**config.mk**
```make
export PLATFORM = sky130hd
export DESIGN_NAME = bp_fpga_host_mmio_buffer
export DESIGN_NICKNAME = d
export VERILOG_FILES = /design/src/rtl/bp_fpga_host_mmio_buffer.sv
export SDC_FILE = /design/constraint.sdc
export NUM_CORES = 2
export LEC_CHECK = 0
export BUFFER_PORTS_ARGS = -buffer_cell sky130_fd_sc_hd__buf_2
export CAP_MARGIN = 20
export CORE_MARGIN = 4
export CORE_UTILIZATION = 50
export DETAILED_ROUTE_END_ITERATION = 10
export MAX_ROUTING_LAYER = met4
export PLACE_DENSITY = 0.76
export SETUP_SLACK_MARGIN = 0.05
export SYNTH_ARGS = -nofsm -noshare
export SYNTH_HDL_FRONTEND = slang
export SYNTH_SLANG_ARGS = --single-unit
```
**constraint.sdc**
```tcl
create_clock -name clk_i -period 7.3 [get_ports clk_i]
set_input_delay 0.73 -clock clk_i [delete_from_list [all_inputs] [get_ports clk_i]]
set_output_delay 0.73 -clock clk_i [all_outputs]
set_load 0.02 [all_outputs]
```
**src/rtl/bp_fpga_host_mmio_buffer.sv**
```systemverilog
// Buffers BP MMIO writes as (addr, data) word pairs; the host drains them over AXI-Lite reads (0x8 = count, 0xC = pop).
// Read data is registered on the AR handshake with one read outstanding; MMIO stalls unless two free words remain.
module bp_fpga_host_mmio_buffer #(
  parameter int S_AXIL_ADDR_WIDTH = 64,
  parameter int S_AXIL_DATA_WIDTH = 32,
  parameter int els_p             = 64
) (
  input  logic                               clk_i,
  input  logic                               reset_i,

  input  logic                               mmio_v_i,
  input  logic [31:0]                        mmio_addr_i,
  input  logic [31:0]                        mmio_data_i,
  output logic                               mmio_ready_and_o,

  input  logic [S_AXIL_ADDR_WIDTH-1:0]       s_axil_araddr,
  input  logic [2:0]                         s_axil_arprot,
  input  logic                               s_axil_arvalid,
  output logic                               s_axil_arready,

  output logic [S_AXIL_DATA_WIDTH-1:0]       s_axil_rdata,
  output logic [1:0]                         s_axil_rresp,
  output logic                               s_axil_rvalid,
  input  logic                               s_axil_rready,

  output logic [$clog2(els_p+1)-1:0]         count_o
);

  localparam int ptr_w = $clog2(els_p);
  localparam int cnt_w = $clog2(els_p+1);

  typedef enum logic {e_ready, e_resp} state_e;

  state_e                         state_r, state_n;
  logic [ptr_w-1:0]               rd_ptr_r, wr_ptr_r;
  logic [cnt_w-1:0]               count_r, count_n, inc, dec;
  logic [S_AXIL_DATA_WIDTH-1:0]   mem [els_p];
  logic [S_AXIL_DATA_WIDTH-1:0]   rdata_n;
  logic [1:0]                     rresp_n;
  logic [7:0]                     offset;
  logic                           push, pop, ar_hs, r_hs;

  // Upper address bits and protection are intentionally ignored.
  logic unused_bits;
  assign unused_bits = ^{s_axil_araddr[S_AXIL_ADDR_WIDTH-1:8], s_axil_arprot};

  assign offset           = s_axil_araddr[7:0];
  assign mmio_ready_and_o = ~reset_i & (count_r <= cnt_w'(els_p-2));
  assign s_axil_arready   = ~reset_i & (state_r == e_ready);
  assign s_axil_rvalid    = (state_r == e_resp);
  assign count_o          = count_r;

  assign push  = mmio_v_i & mmio_ready_and_o;
  assign ar_hs = s_axil_arvalid & s_axil_arready;
  assign r_hs  = s_axil_rvalid & s_axil_rready;
  assign pop   = ar_hs & (offset == 8'h0C) & (count_r != '0);

  assign inc     = push ? cnt_w'(2) : '0;
  assign dec     = pop  ? cnt_w'(1) : '0;
  assign count_n = count_r + inc - dec;

  always_comb begin
    state_n = state_r;
    rdata_n = '0;
    rresp_n = 2'b00;
    case (offset)
      8'h08:   rdata_n = S_AXIL_DATA_WIDTH'(count_r);
      8'h0C:   rdata_n = (count_r != '0) ? mem[rd_ptr_r] : '0;
      default: rresp_n = 2'b11;
    endcase
    case (state_r)
      e_ready: if (ar_hs) state_n = e_resp;
      e_resp:  if (r_hs)  state_n = e_ready;
      default: state_n = e_ready;
    endcase
  end

  always_ff @(posedge clk_i or posedge reset_i) begin
    if (reset_i) begin
      state_r      <= e_ready;
      rd_ptr_r     <= '0;
      wr_ptr_r     <= '0;
      count_r      <= '0;
      s_axil_rdata <= '0;
      s_axil_rresp <= 2'b00;
    end else begin
      state_r <= state_n;
      count_r <= count_n;
      if (push) wr_ptr_r <= wr_ptr_r + ptr_w'(2);
      if (pop)  rd_ptr_r <= rd_ptr_r + ptr_w'(1);
      if (ar_hs) begin
        s_axil_rdata <= rdata_n;
        s_axil_rresp <= rresp_n;
      end
    end
  end

  // Data RAM is not reset; count/pointers alone define validity.
  always_ff @(posedge clk_i) begin
    if (push) begin
      mem[wr_ptr_r]              <= mmio_addr_i;
      mem[wr_ptr_r + ptr_w'(1)]  <= mmio_data_i;
    end
  end

endmodule

```
=== Word-level counts from Yosys, hierarchy flattened ===
Memories as Yosys holds them, arrays and structs flattened.
Index checks and enable logic that the tools add are counted.

* Bits in registers: 54
* RAM bits: 2,048
* Output and inout bits: 44
* Word-level logic and storage cells: 36
* Memories kept: 1

{| class="wikitable"
|+ Memory list
! memory !! words !! width !! rd ports !! clocked after memory_dff !! write ports !! line !! text
|-
| mem || 64 || 32 || 1 || 0 || 2 || 37 || <nowiki>logic [S_AXIL_DATA_WIDTH-1:0] mem [els_p];</nowiki>
|}

* Add/subtract/negate cells: 5
* Order comparisons: 1
* Equal/unequal tests: 2
* Muxes and demuxes: 10
* Bitwise operators: 9
* Reduce and logical (&&, ||, !) cells: 2

{| class="wikitable"
|+ Operators with widths
! cell !! number
|-
| $pmux W32 S2 || 1
|-
| $mux W32 || 1
|-
| $eq A8 B4 Y1 const B || 2
|-
| $add A6 B1 Y6 const B || 2
|-
| $add A7 B2 Y7 || 1
|-
| $and A1 B1 Y1 || 7
|-
| $le A7 B6 Y1 const B || 1
|-
| $reduce_bool A7 Y1 || 1
|-
| $sub A7 B1 Y7 || 1
|-
| $add A6 B2 Y6 const B || 1
|-
| $mux W1 || 5
|-
| $mux W2 || 2
|-
| $not A1 Y1 || 2
|-
| $pmux W1 S2 || 1
|-
| $reduce_or A2 Y1 || 1
|}

=== Logic depth before layout (Yosys ltp) ===
* Depth in word-level cells: 7
* Gate-level depth with buffers: 14

=== Least setup slack after synthesis ===
Ideal clock, no wire load.

* Path kind: input-to-reg
* From: input port reset_i
* To: memory mem[62][0], enable pin
* Arrival: 5.440 ns
* Data required time: 6.813 ns
* Setup slack: 1.374 ns
* Stages: 6
* Path buffers: 2
* Path through: inv_1 > o2111a_1 > clkbuf_1 > nand2_1 > clkbuf_1 > nor2_1

{| class="wikitable"
|+ RTL lines
! item !! line !! text
|-
| start: declaration || 9 || <nowiki>input logic reset_i,</nowiki>
|-
| end: declaration || 37 ||
|}

==> flow_metrics.env <==
export IMPL_critical_path_reg2reg_endpoint="mem[30][5]$_DFFE_PP_"
export IMPL_maxCapViolations=0
export IMPL_final_min_period_over_clock_period=0.5918
export IMPL_gpl_final_weighted_congestion=0.7765
export IMPL_gr_total_overflow=0
export IMPL_core_region_area_mm2=0.1604
export IMPL_clock_tree_buffer_depth=3
export IMPL_critical_path_arrival_ns=4.74
export IMPL_setup_tns_ns=0
export IMPL_hold_fails_final_rpt=0
export IMPL_post_cts_resize_count=0
export IMPL_first_global_vias=40200
export IMPL_placedCellCount=5815
export IMPL_dpl_hpwl_um=100700
export IMPL_finalMaxSlewViolations=0
export IMPL_timing_critical_path_required_ns=7.72
export IMPL_grt_setup_unrepaired="no"
export IMPL_antenna_violations_before_repair=7
export IMPL_die_h_um=409.7
export IMPL_boundaryPins=180
export IMPL_synth_seq_cells=2100
export IMPL_finalCoreUtilization=0.5628
export IMPL_crit_reg2reg_launch="count_o[6]$_DFF_PP0_"
export IMPL_power_leakage_nw=27.56
export IMPL_htree_levels=4
export IMPL_path_clk_slew_ns=0.06
export IMPL_synth_main_ff_cell="edfxtp_1"
export IMPL_power_total_mw=24.43
export IMPL_setup_violations_final=0
export IMPL_critical_path_max_fanout=48
export IMPL_worst_clock_skew_ns=0.02994
export IMPL_total_clock_sinks=2100
export IMPL_status="finished, final reports clean"
export IMPL_port_buffers=120
export IMPL_final_layout_size_suffix_gt1_frac=0.2524
export IMPL_synthesis_nets=3809
export IMPL_vdd_ir_drop_worst_uv=253.1
export IMPL_floorplan_die_width_um=409.7
export IMPL_regToRegSetupSlack_ns=3.14
export IMPL_r2r_worst_path_depth=7
export IMPL_global_route_usage_over_all_layers=0.2360
export IMPL_commonest_cells_after_routing_fill_and_taps_aside="edfxtp_1 (2,048), mux4_2 (444), mux2i_1 (235), clkbuf_16 (196), nand2_1 (138)"
export IMPL_tritoncts="yes"
export IMPL_grt_max_degree=133
export IMPL_endpoint_kind="flip-flop"
export IMPL_postSynth_asyncResetShare=0.02476
export IMPL_synth_seq_area_share=0.7783
export IMPL_power_density_cell_area_mw_per_mm2=270.7
export IMPL_die_area_mm2=0.1679
export IMPL_post_synth_inst_count=3654
export IMPL_achievable_frequency_mhz=231.5
export IMPL_detail_route_iter0_violations=4974
export IMPL_postSynthAreaPerCell_um2=22.08
export IMPL_hold_start="s_axil_rready"
export IMPL_clock_latency_ns=0.82
export IMPL_route_final_wire_length_um=191000
export IMPL_final_nets=4009
export IMPL_timing_hold_worst_class="in2reg"
export IMPL_worstMarginPinSlew_ns=1.104
export IMPL_post_place_ws_ns=2.750
export IMPL_cts_post_setup_buffers_inserted=0
export IMPL_cts_hold_fix_buffers=1
export IMPL_netlist_area_mm2=0.08069
export IMPL_hold_end="s_axil_rvalid$_DFF_PP0_"
export IMPL_first_pass_grt_wire_length_um=280600
export IMPL_setup_worst_path_class="in2reg"
export IMPL_ant_nets=0
export IMPL_finalNonFillerCells=6188
export IMPL_layout_cells_most_common="edfxtp_1"
export IMPL_floorplan_initialDensity=0.5031
export IMPL_critPathLaunchType="primary input"
export IMPL_area_growth_synth_to_final_pct=11.86
export IMPL_routed_via_count=39220
export IMPL_number_of_buffers_created_by_cts=193
export IMPL_synth_warnings=0
export IMPL_synth_edf_count=2048
export IMPL_route_detailed_drc=0
export IMPL_drt_wirelength_per_cell_um=30.87
export IMPL_via_per_inst=6.339
export IMPL_min_path_cells=2
export IMPL_worst_slack_ns=2.980
export IMPL_timing_final_crit_period_ns=4.320
export IMPL_rows=147
export IMPL_firstDrtPassIters=7
export IMPL_cts_root_buf="clkbuf_16"
export IMPL_post_synth_num_cell_types=72
export IMPL_maxSlewHeadroom=0.2641
-- Yosys cell counts, types with 16 or more instances --
master | instances | share of area
a221oi_1 | 24 | 0.0026
clkbuf_1 | 68 | 0.0032
o21ai_0 | 25 | 0.0016
inv_1 | 20 | 0.00093
nand2_1 | 138 | 0.0064
dfrtp_1 | 52 | 0.016
mux2i_1 | 235 | 0.029
mux2_2 | 26 | 0.0036
o221ai_1 | 33 | 0.0036
buf_2 | 61 | 0.0038
nor2_1 | 52 | 0.0024
a21oi_1 | 36 | 0.0022
mux4_2 | 444 | 0.12
buf_6 | 18 | 0.0025
nand3_1 | 37 | 0.0023
ha_1 | 18 | 0.0028
edfxtp_1 | 2048 | 0.76
buf_4 | 50 | 0.0047
a22oi_1 | 44 | 0.0041
o22ai_1 | 16 | 0.0012
-- area by class of cell --
class                   instances  area [um^2]
flip-flops and latches       2100        62820
clock inverters                83        839.6
inverters                      23        88.84
clock buffers                 279         5416
multi-input cells            1330        16940
repair buffers                206         1436
diodes                          7        17.52
well taps                    2160         2703
fillers                     11390        70130
-- per-layer routing --
metal,up-vias,track usage,part of all wire
met5,-,-,0
met4,0,0.09402,0.041
met3,406,0.04463,0.10
met2,2286,0.3634,0.49
met1,20680,0.3157,0.37
li1,15850,-,-
-- worst max-delay path by stage --
stage	from	cells past startpoint	slack, ns	to
after floorplan	reset_i	6	1.37	mem[62][0]$_DFFE_PP_
after global placement	reset_i	6	2.80	mem[30][26]$_DFFE_PP_
after detailed placement	reset_i	6	2.75	mem[44][15]$_DFFE_PP_
after CTS	reset_i	7	3.04	mem[44][8]$_DFFE_PP_
after global routing	reset_i	7	2.91	mem[30][5]$_DFFE_PP_
final	reset_i	7	2.98	mem[30][5]$_DFFE_PP_
-- per-stage QoR --
stage	hold slack, ns	cell area [um^2]
floorplan	0.5730	80690
global placement	0.4726	83870
detailed placement	0.4681	83910
CTS	0.06134	90180
global route	0.1034	90260
finish	0.1214	90260
-- critical path, cell delays in order --
cell and delay [ns]:
dlygate4sd3_1 0.54, buf_2 0.15, clkinv_2 0.35, o2111a_1 0.54, nand2_1 0.61, nor2_4 0.83, buf_4 0.89
-- registers in the layout (all words and copies together), names as in the netlist --
register,flops
s_axil_rresp,1
rd_ptr_r,6
s_axil_rdata,32
mem,2048
count_o,7
wr_ptr_r,5
s_axil_rvalid,1
-- power by group --
group          switching [mW]  internal [mW]  total, mW
Sequential             0.0968           13.4       13.5
Combinational           0.657          0.298      0.955
Clock                    4.30           5.63       9.93
-- cells by family after synthesis --
group	synth area share
flip-flops	0.7783
multiplexers	0.1567
AO/OA/AOI/OAI	0.02818
AND/OR/NAND/NOR	0.01707
buffers and inverters	0.01538
adder cells (fa/ha/maj)	0.003039
XOR/XNOR	0.001303
Power figures use the tool's default switching activity.
